[src/rtl/tv80_regbank.sv]
// tv80_regbank: banked TV80 register file with EXX / EX DE,HL remapping,
// optional write bypass and a post-reset clearing sequencer.
module tv80_regbank #(
  parameter int DW     = 8,
  parameter int AW     = 3,
  parameter int BANKS  = 2,
  parameter int SWAP_N = 3,
  parameter int BYPASS = 0
) (
  input  logic                     clk,
  input  logic                     reset_n,
  input  logic                     cen,
  input  logic [AW-1:0]            addr_a,
  input  logic [AW-1:0]            addr_b,
  input  logic [AW-1:0]            addr_c,
  input  logic [DW-1:0]            di_h,
  input  logic [DW-1:0]            di_l,
  input  logic                     we_h,
  input  logic                     we_l,
  input  logic                     exx,
  input  logic                     ex_de_hl,
  output logic [DW-1:0]            do_ah,
  output logic [DW-1:0]            do_al,
  output logic [DW-1:0]            do_bh,
  output logic [DW-1:0]            do_bl,
  output logic [DW-1:0]            do_ch,
  output logic [DW-1:0]            do_cl,
  output logic [$clog2(BANKS)-1:0] bank,
  output logic                     busy
);
  localparam int ROWS = BANKS * SWAP_N + 2 ** AW - SWAP_N;
  localparam int PW   = $clog2(ROWS);
  localparam int BW   = $clog2(BANKS);

  logic [DW-1:0]    mem_h [ROWS];
  logic [DW-1:0]    mem_l [ROWS];
  logic [BANKS-1:0] flag;
  logic [PW-1:0]    ptr;
  logic [PW-1:0]    wp;
  logic [AW-1:0]    ra [3];
  logic [DW-1:0]    rh [3];
  logic [DW-1:0]    rl [3];
  logic             wr;

  // Banked entries live at b*SWAP_N; the swap flag exchanges DE (1) and HL (2).
  function automatic logic [PW-1:0] phys(input logic [AW-1:0] i, input logic [BW-1:0] b,
                                         input logic f);
    int j;
    j = int'(i);
    if (j < SWAP_N)
      return PW'(int'(b) * SWAP_N + ((f && j == 1) ? 2 : (f && j == 2) ? 1 : j));
    return PW'(BANKS * SWAP_N + j - SWAP_N);
  endfunction

  assign wr = cen && !busy;
  assign wp = phys(addr_a, bank, flag[bank]);
  assign ra = '{addr_a, addr_b, addr_c};

  for (genvar g = 0; g < 3; g++) begin : g_rd
    logic [PW-1:0] p;
    logic          hit;
    assign p     = phys(ra[g], bank, flag[bank]);
    assign hit   = BYPASS != 0 && wr && p == wp;
    assign rh[g] = busy ? '0 : (hit && we_h) ? di_h : mem_h[p];
    assign rl[g] = busy ? '0 : (hit && we_l) ? di_l : mem_l[p];
  end

  assign do_ah = rh[0];
  assign do_al = rl[0];
  assign do_bh = rh[1];
  assign do_bl = rl[1];
  assign do_ch = rh[2];
  assign do_cl = rl[2];

  always_ff @(posedge clk or negedge reset_n) begin
    if (!reset_n) begin
      busy <= 1'b1;
      ptr  <= '0;
      bank <= '0;
      flag <= '0;
    end else if (busy) begin
      ptr  <= ptr + 1'b1;
      busy <= ptr != PW'(ROWS - 1);
    end else if (cen) begin
      flag[bank] <= flag[bank] ^ ex_de_hl;
      if (exx) bank <= (bank == BW'(BANKS - 1)) ? '0 : bank + 1'b1;
    end
  end

  // Storage has no reset of its own; the sequencer zeroes it one row per edge.
  always_ff @(posedge clk) begin
    if (busy) begin
      mem_h[ptr] <= '0;
      mem_l[ptr] <= '0;
    end else begin
      if (wr && we_h) mem_h[wp] <= di_h;
      if (wr && we_l) mem_l[wp] <= di_l;
    end
  end
endmodule

[config.mk]
export PLATFORM = sky130hd
export DESIGN_NAME = tv80_regbank
export DESIGN_NICKNAME = d
export VERILOG_FILES = /design/src/rtl/tv80_regbank.sv
export SDC_FILE = /design/constraint.sdc
export NUM_CORES = 1
export LEC_CHECK = 0
export BUFFER_PORTS_ARGS = -buffer_cell sky130_fd_sc_hd__buf_4
export CORE_ASPECT_RATIO = 1.25
export CORE_MARGIN = 2
export CORE_UTILIZATION = 31
export DETAILED_ROUTE_END_ITERATION = 7
export PLACE_DENSITY = 0.58
export SYNTH_ARGS = -nofsm -noshare
export SYNTH_HDL_FRONTEND = slang
export SYNTH_SLANG_ARGS = --single-unit
export TNS_END_PERCENT = 20
[constraint.sdc]
create_clock -name clk -period 3.7 [get_ports clk]
set_input_delay 0.185 -clock clk [delete_from_list [all_inputs] [get_ports clk]]
set_output_delay 0.185 -clock clk [all_outputs]
set_load 0.01 [all_outputs]
==> impl_metrics.toml, run 1 <==
[run_status]
status = "finished with violations"
violations = "setup timing"

[sta]
period_needed_ps = 3740
worst_hold_margin_ps = 13.2
finalClockSkew_ps = 8.85
final_min_period_over_clock_period_pct = 101
slew_headroom_pct = 28.9
grt_setup_unrepaired = "yes"
finalMaxSlewViolations = 0
setup_violations = 9
timing.fmax_mhz = 267
hold_viol = 0
fin_ws_ps = -40.6
worstMarginPinSlew_ps = 1060

[placed_design]
placement.io_buffers = 81
detailedPlacementHpwl_mm = 33.0
place_inst = 1851
final_replace_weighted_congestion = 0.897

[synth]
synthesis.nets = 1306
post_synth_instance_area_sq_um = 12600
syn-instance-count = 1257
ys_seq_area_share_pct = 43.5
async_reset_ff_share_pct = 4.35
synth-seq-cells = 184
ys_warn_count = 0
synthesis.area_per_instance_sq_um = 10.0
ys_dominant_reg_cell = "sky130_fd_sc_hd__edfxtp_1"
count_of_flip_flops_with_a_built_in_enable_after_synthesis = 176
yosys.cell_types.count = 66

[drt]
wire_per_inst_um = 27.9
drt_first_iter_violations = 1449
route.met3.wl_mm = 5.81
dr.pass1.iters = 6
drc = 0
detail_route.vias_per_cell = 6.35
highest_layer = "met4"
routed_wl_mm = 53.2
detailroute.via_count = 12100
detailroute.wirelength.met2_mm = 24.5
met1Wirelength_mm = 19.9
ant_nets = 0

[floorplanning]
floorplan.die_area_sq_um = 42300
rows = 82
die_h_um = 230
die_w_um = 184
core-area_sq_um = 40100
start_util_pct = 31.4
pin_count = 82

[setup_path]
worst_ep_arrival_time_ps = 3560
crit_path_max_fanout = 6
critical_path_launch_point_type = "flip-flop"
cpPeakStageDelay_ps = 460
ff2ff_path_depth = 12
crit_path_cells = "mux2i_4 > buf_4 > nor2_2 > nand2_1 > a22oi_1 > ha_1 > fa_1 > a21oi_4 > buf_12 > buf_12 > mux2i_1 > o221a_1 > buf_4"
cp.required_ps = 3510
worstSetupEndpointType = "output pin"
path_buf_inv = 4
critical_path.slowest_cell = "sky130_fd_sc_hd__fa_1"
worst_setup_slack_for_register_to_register_paths_ps = 70
r2r-start = "bank"
r2r-end = "mem_l[5][7]"
crit_family = "compound AO/OA/AOI/OAI gates"
crit_type = "flip-flop to output pin"

[clock_network]
cts-htree-levels = 4
clk_transition_reported_paths_ps = 70
clock_sink_count = 184
clock_tree.buffer_depth = 2
clock_insertion_delay_at_the_later_pin_of_the_skew_report_ps = 430
clockRootBuffer = "sky130_fd_sc_hd__clkbuf_16"
tritoncts = "yes"
cts_inserted_buffers = 17

[power_and_ir_drop]
ir_drop_v = 0.000308
power_density_over_the_cells_nw_per_um2 = 606
p_leak_nw = 5.73

[final_layout]
final-instance-count-excl-fill = 1904
antenna-diode-count = 0
area_added_between_synthesis_and_finish_pct = 23.5
nets = 1394
layout-drive-gt1-share_pct = 27.2
multi_input_area_sq_um = 7140
regArea_sq_um = 5490
layout.filler_cells = 3929

[global_route]
grt_max_degree = 71
track_usage_pct = 24.3
antenna_violations_before_repair = 0
grt_overflow = 0
first_global_vias = 11500
wire_length_of_the_first_global_routing_pass_mm = 76.1

[min_path]
hold_path.startpoint = "exx"
hold_path_class = "input pin to flip-flop"
timing.hold.worst_endpoint = "bank"
worstHoldPathCells = 3

[job]
cap_viol_max_count = 0
==> repair_timing <==
| action | 4_1_cts | 5_1_grt |
|---|---|---|
| hold endpoints to repair | 8 | 0 |
| buffers inserted | 3 | 9 |
| cloned | 5 | 4 |
| pin swaps | 2 | 32 |
| endpoints found under the setup margin | 33 | 44 |
| gates resized for setup | 22 | 103 |
| hold buffers | 1 | 0 |
==> metal layers <==
layer  vias up  GRT usage (%)
li1       5092              -
met1      5906           30.9
met2       904           38.7
met3       191           4.67
met4         0           13.3
met5         -              0
==> where the power goes <==
part,switching [mW],total [mW],internal [mW]
clock,0.885,1.90,1.01
combinational,3.05,5.16,2.12
sequential,0.0508,2.38,2.33
total,3.98,9.44,5.45
==> kinds of logic (layout without fill, tap and decap cells) <==
family | Yosys count | after routing | synth area share, %
xor+xnor | 6 | 6 | 0.417
fa+ha+maj | 17 | 17 | 1.86
compound gates | 355 | 355 | 22.5
simple gates | 427 | 427 | 15.3
flops | 184 | 184 | 43.5
buf+inv | 133 | 229 | 5.32
mux | 135 | 140 | 11.1
==> stage by stage <==
step	utilization [%]	TNS, ps	cell area [sq um]	total power [mW]	worst slack (ps)
3_5_place_dp	35.0	0	14000	6.49	200
2_1_floorplan	-	0	12600	4.86	284
4_1_cts	37.1	-47.9	14900	8.70	-28.1
3_3_place_gp	35.0	0	14000	6.45	252
6_report	38.8	-219	15600	9.44	-40.6
5_1_grt	38.8	-1750	15600	9.69	-85.8
==> worst reg2reg max path, cell delays in order (launching register included) <==
cell	delay, ps
sky130_fd_sc_hd__dfrtp_1	430
sky130_fd_sc_hd__mux2i_4	230
sky130_fd_sc_hd__nor2_2	200
sky130_fd_sc_hd__nand2_2	90
sky130_fd_sc_hd__a22oi_2	130
sky130_fd_sc_hd__ha_2	190
sky130_fd_sc_hd__inv_1	50
sky130_fd_sc_hd__fa_2	570
sky130_fd_sc_hd__mux2i_4	110
sky130_fd_sc_hd__buf_12	160
sky130_fd_sc_hd__nor3_1	160
sky130_fd_sc_hd__a31oi_1	90
sky130_fd_sc_hd__nor2_1	840
==> cell usage after synthesis, types with 5 or more instances <==
| cell | count | area [sq um] |
|---|---|---|
| sky130_fd_sc_hd__nand2_1 | 197 | 739 |
| sky130_fd_sc_hd__edfxtp_1 | 176 | 5290 |
| sky130_fd_sc_hd__mux2i_1 | 108 | 1080 |
| sky130_fd_sc_hd__nor2_1 | 98 | 368 |
| sky130_fd_sc_hd__and3_1 | 67 | 419 |
| sky130_fd_sc_hd__o221ai_1 | 56 | 490 |
| sky130_fd_sc_hd__buf_2 | 48 | 240 |
| sky130_fd_sc_hd__a21oi_1 | 41 | 205 |
| sky130_fd_sc_hd__clkbuf_1 | 38 | 143 |
| sky130_fd_sc_hd__a211oi_1 | 29 | 218 |
| sky130_fd_sc_hd__o21ai_0 | 29 | 145 |
| sky130_fd_sc_hd__o221a_2 | 28 | 315 |
| sky130_fd_sc_hd__mux2_2 | 24 | 270 |
| sky130_fd_sc_hd__nand3_1 | 20 | 100 |
| sky130_fd_sc_hd__o22ai_1 | 19 | 119 |
| sky130_fd_sc_hd__a311oi_1 | 18 | 158 |
| sky130_fd_sc_hd__inv_1 | 18 | 67.6 |
| sky130_fd_sc_hd__a221oi_1 | 16 | 140 |
| sky130_fd_sc_hd__o211ai_1 | 16 | 120 |
| sky130_fd_sc_hd__o311a_1 | 16 | 160 |
| sky130_fd_sc_hd__o311ai_1 | 16 | 140 |
| sky130_fd_sc_hd__or3_1 | 16 | 100 |
| sky130_fd_sc_hd__a2bb2oi_1 | 15 | 131 |
| sky130_fd_sc_hd__ha_1 | 14 | 175 |
| sky130_fd_sc_hd__buf_4 | 13 | 97.6 |
| sky130_fd_sc_hd__o22a_1 | 9 | 78.8 |
| sky130_fd_sc_hd__a31oi_1 | 8 | 50.1 |
| sky130_fd_sc_hd__buf_6 | 8 | 90.1 |
| sky130_fd_sc_hd__nor3_1 | 8 | 40.0 |
| sky130_fd_sc_hd__o32ai_1 | 8 | 70.1 |
| sky130_fd_sc_hd__dfrtp_1 | 7 | 175 |
| sky130_fd_sc_hd__buf_1 | 6 | 22.5 |
| sky130_fd_sc_hd__o21ai_1 | 5 | 25.0 |
==> cells in the final DEF, fill, tap and decap left out, types with 5 or more instances in the layout <==
cell type,netlist,final
sky130_fd_sc_hd__buf_4,13,153
sky130_fd_sc_hd__and3_4,0,8
sky130_fd_sc_hd__o211ai_1,16,16
sky130_fd_sc_hd__nor3_1,8,8
sky130_fd_sc_hd__a221oi_2,0,10
sky130_fd_sc_hd__mux2_2,24,25
sky130_fd_sc_hd__buf_12,0,12
sky130_fd_sc_hd__o221a_2,28,28
sky130_fd_sc_hd__dfrtp_1,7,7
sky130_fd_sc_hd__o221ai_1,56,56
sky130_fd_sc_hd__a31oi_1,8,8
sky130_fd_sc_hd__o311ai_4,0,8
sky130_fd_sc_hd__nor2_1,98,95
sky130_fd_sc_hd__mux2i_1,108,91
sky130_fd_sc_hd__a211oi_2,4,18
sky130_fd_sc_hd__o311a_1,16,14
sky130_fd_sc_hd__a211oi_1,29,14
sky130_fd_sc_hd__inv_1,18,18
sky130_fd_sc_hd__a21oi_1,41,41
sky130_fd_sc_hd__or3_1,16,16
sky130_fd_sc_hd__buf_6,8,8
sky130_fd_sc_hd__nand3_1,20,20
sky130_fd_sc_hd__mux2i_2,0,9
sky130_fd_sc_hd__a311oi_1,18,17
sky130_fd_sc_hd__clkinvlp_4,0,5
sky130_fd_sc_hd__o22ai_1,19,19
sky130_fd_sc_hd__o22a_1,9,9
sky130_fd_sc_hd__clkbuf_16,0,20
sky130_fd_sc_hd__o32ai_1,8,8
sky130_fd_sc_hd__and3_1,67,59
sky130_fd_sc_hd__a221oi_1,16,6
sky130_fd_sc_hd__edfxtp_1,176,176
sky130_fd_sc_hd__mux2i_4,1,9
sky130_fd_sc_hd__ha_1,14,12
sky130_fd_sc_hd__nand2_1,197,194
sky130_fd_sc_hd__o21ai_1,5,13
sky130_fd_sc_hd__o21ai_0,29,20
sky130_fd_sc_hd__a2bb2oi_1,15,15
==> final cells by class <==
type                       instances  share of cell area (%)
multi-input combinational        945                    45.9
sequential                       184                    35.2
timing repair buffer             179                    10.3
tap                              546                    4.39
clock buffer                      17                    2.73
clock inverter                    15                    1.05
inverter                          18                   0.434
==> registers in the layout, indices dropped and copies added, names as in the netlist <==
signal  flops
bank        1
mem_h      88
busy        1
mem_l      88
ptr         4
flag        2
==> how the worst max path moves through the flow <==
stage | cells past startpoint | slack, ps | end | start
floorplan | 11 | 280 | mem_h[7][0] | bank
global placement | 13 | 250 | do_ah[5] | bank
detailed placement | 12 | 200 | do_ah[5] | bank
CTS | 11 | -30 | do_ah[5] | bank
global route | 13 | -90 | do_bl[0] | bank
finish | 13 | -40 | do_bl[7] | bank
(Power assumes the default switching activity.)
==> run 2, diff against run 1 <==
==> constraint.sdc (replaced) <==
create_clock -name clk -period 3.7 [get_ports clk]
set_input_delay 0.74 -clock clk [delete_from_list [all_inputs] [get_ports clk]]
set_output_delay 0.74 -clock clk [all_outputs]
set_load 0.01 [all_outputs]
==> run 2 against run 1 <==
  * Register-to-register slack gained 170 ps
  * Cell count rose by 2.7%
  * Combinational power down 4.3%
  * Die area unchanged
  * Clock skew grew 10 ps
  * Critical path depth rose by 1
  * First-iteration DRC count shrank 17%
  * The run still ends with setup timing left
  * Non-clock buffer count is 57 higher
  * Clock-buffer cell count stayed put
==> impl_metrics.toml, run 2 (synthesis results as in run 1) <==
[run_status]
status = "finished with violations"
violations = "setup timing"

[floorplanning]
die_w_um = 184
die_h_um = 230
core-area_sq_um = 40100
floorplan.die_area_sq_um = 42300
rows = 82
start_util_pct = 31.4
pin_count = 82

[setup_path]
cp.required_ps = 2960
critical_path.slowest_cell = "sky130_fd_sc_hd__fa_1"
worstSetupEndpointType = "output pin"
crit_path_cells = "mux2i_2 > buf_4 > buf_4 > nor2_4 > nand2_2 > a22oi_2 > ha_2 > fa_1 > a21oi_4 > buf_6 > buf_12 > mux2i_2 > o221a_4 > buf_6"
critical_path_launch_point_type = "flip-flop"
path_buf_inv = 5
crit_family = "buffers and inverters"
ff2ff_path_depth = 13
cpPeakStageDelay_ps = 450
worst_ep_arrival_time_ps = 3540
critical_path_cell_count = 14
crit_path_max_fanout = 8
crit_type = "flip-flop to output pin"

[placed_design]
placement.io_buffers = 81
final_replace_weighted_congestion = 0.911
detailedPlacementHpwl_mm = 33.8
postPlaceCellArea_sq_um = 14900

[power_and_ir_drop]
p_leak_nw = 5.99
flop_pwr_share_pct = 26.0
combPwrFrac_pct = 54.2
ir_drop_v = 0.000281
relative_contribution_of_the_clock_network_to_total_power_pct = 19.9
p_sw_mw = 3.69
swShare_pct = 40.5
internal_power_mw = 5.43
power_density_over_the_cells_nw_per_um2 = 575

[sta]
worstMarginPinSlew_ps = 1300
final_min_period_over_clock_period_pct = 116
worst_hold_margin_ps = 104
fin_ws_ps = -578
finalClockSkew_ps = 19.2
timing.fmax_mhz = 234
finalMaxSlewViolations = 0
grt_setup_unrepaired = "yes"
hold_viol = 0
setup_violations = 48
slew_headroom_pct = 13.0
period_needed_ps = 4280

[final_layout]
regArea_sq_um = 5490
antenna-diode-count = 0
most_common_cell_after_layout_fill_and_taps_aside = "sky130_fd_sc_hd__nand2_1"
biggestRegsByFlops = "mem_h x88, mem_l x88, ptr x4"
most-common-layout-cells = "sky130_fd_sc_hd__nand2_1, sky130_fd_sc_hd__buf_4, sky130_fd_sc_hd__edfxtp_1"
design_area_sq_um = 15900
multi_input_area_sq_um = 6780
nets = 1446
layout.filler_cells = 3898
area_added_between_synthesis_and_finish_pct = 25.7
layout-drive-gt1-share_pct = 27.7

[clock_network]
clock_sink_count = 184
clockRootBuffer = "sky130_fd_sc_hd__clkbuf_16"
tritoncts = "yes"
cts_hold_repair.buffers = 0
clock_tree.buffer_depth = 2
cts_inserted_buffers = 17
clk_transition_reported_paths_ps = 70
clock_insertion_delay_at_the_later_pin_of_the_skew_report_ps = 460
cts-htree-levels = 4

[drt]
routed_wl_mm = 50.6
wire_per_inst_um = 25.9
ant_nets = 0
dr.pass1.iters = 6
detailroute.via_count = 11900
drc = 0
drt_first_iter_violations = 1208
detail_route.vias_per_cell = 6.11

[global_route]
first_global_vias = 11900
antenna_violations_before_repair = 0
grt_max_degree = 58
track_usage_pct = 23.8
gr-max-usage-layer = "met2"
grt_overflow = 0
gr-usage-met1_pct = 30.0
grt.met2_usage_pct = 39.2
wire_length_of_the_first_global_routing_pass_mm = 74.9
met3_resource_use_gr_pct = 3.43

[job]
cap_viol_max_count = 0

[min_path]
hold_path_class = "input pin to async pin"
==> run 2: cell count changes in the layout (fill, tap and decap cells not counted), sizes merged <==
| cell | before | now |
|---|---|---|
| buf | 175 | 236 |
| dlygate4sd3 | 1 | 0 |
| clkbuf | 20 | 17 |
| clkinvlp | 5 | 2 |
| mux2 | 31 | 26 |
| clkinv | 2 | 8 |
| inv | 24 | 23 |
| bufinv | 2 | 0 |
==> run 2: metal layers <==
metal / vias up / part of all wire (%)
met5: - / 0
met3: 157 / 8.4
met4: 0 / 5.4
met1: 5867 / 39
li1: 5201 / -
met2: 719 / 47
==> run 2: metrics by stage <==
stage | utilization, % | cells | setup TNS (ps) | worst slack (ps) | power [mW]
finish | 39.5 | 1956 | -23600 | -578 | 9.12
CTS | 39.3 | 1956 | -24500 | -573 | 9.01
detailed placement | 37.2 | 1921 | -19190 | -407 | 6.94
global placement | 37.2 | 1921 | -14010 | -351 | 6.91
floorplan | - | 1257 | -2140 | -72.8 | 4.91
global route | 39.5 | 1956 | -30850 | -707 | 9.48
==> run 2: cell type report <==
| cell class | instances | share of cell area (%) |
|---|---|---|
| clock buffer | 17 | 2.68 |
| inverter | 18 | 0.426 |
| tap | 546 | 4.31 |
| timing repair buffer | 236 | 14.3 |
| multi-input combinational | 940 | 42.8 |
| sequential | 184 | 34.6 |
| clock inverter | 15 | 0.892 |
==> run 2: final timing paths <==
check                      slack [ps]    start     endpoint
min in group clk                  540   ptr[3]         busy
max                              -580     bank     do_bl[2]
max in group asynchronous        3380  reset_n         busy
min reg2reg                       540   ptr[3]         busy
max reg2reg                       240     bank  mem_l[2][5]
min                               100  reset_n         bank
==> run 2: power groups by stage <==
stage	sequential (mW)	combinational, mW	clock, mW
after floorplan	2.42	2.49	0
after global placement	2.41	4.50	0
after detailed placement	2.41	4.53	0
after CTS	2.37	4.81	1.83
after global routing	2.37	5.18	1.92
final	2.37	4.94	1.81
==> run 2: repair_timing <==
action	in CTS	in global routing
cloned	1	0
pin swaps	21	26
setup endpoints to repair	48	56
buffers inserted	2	1
gates resized for setup	54	23
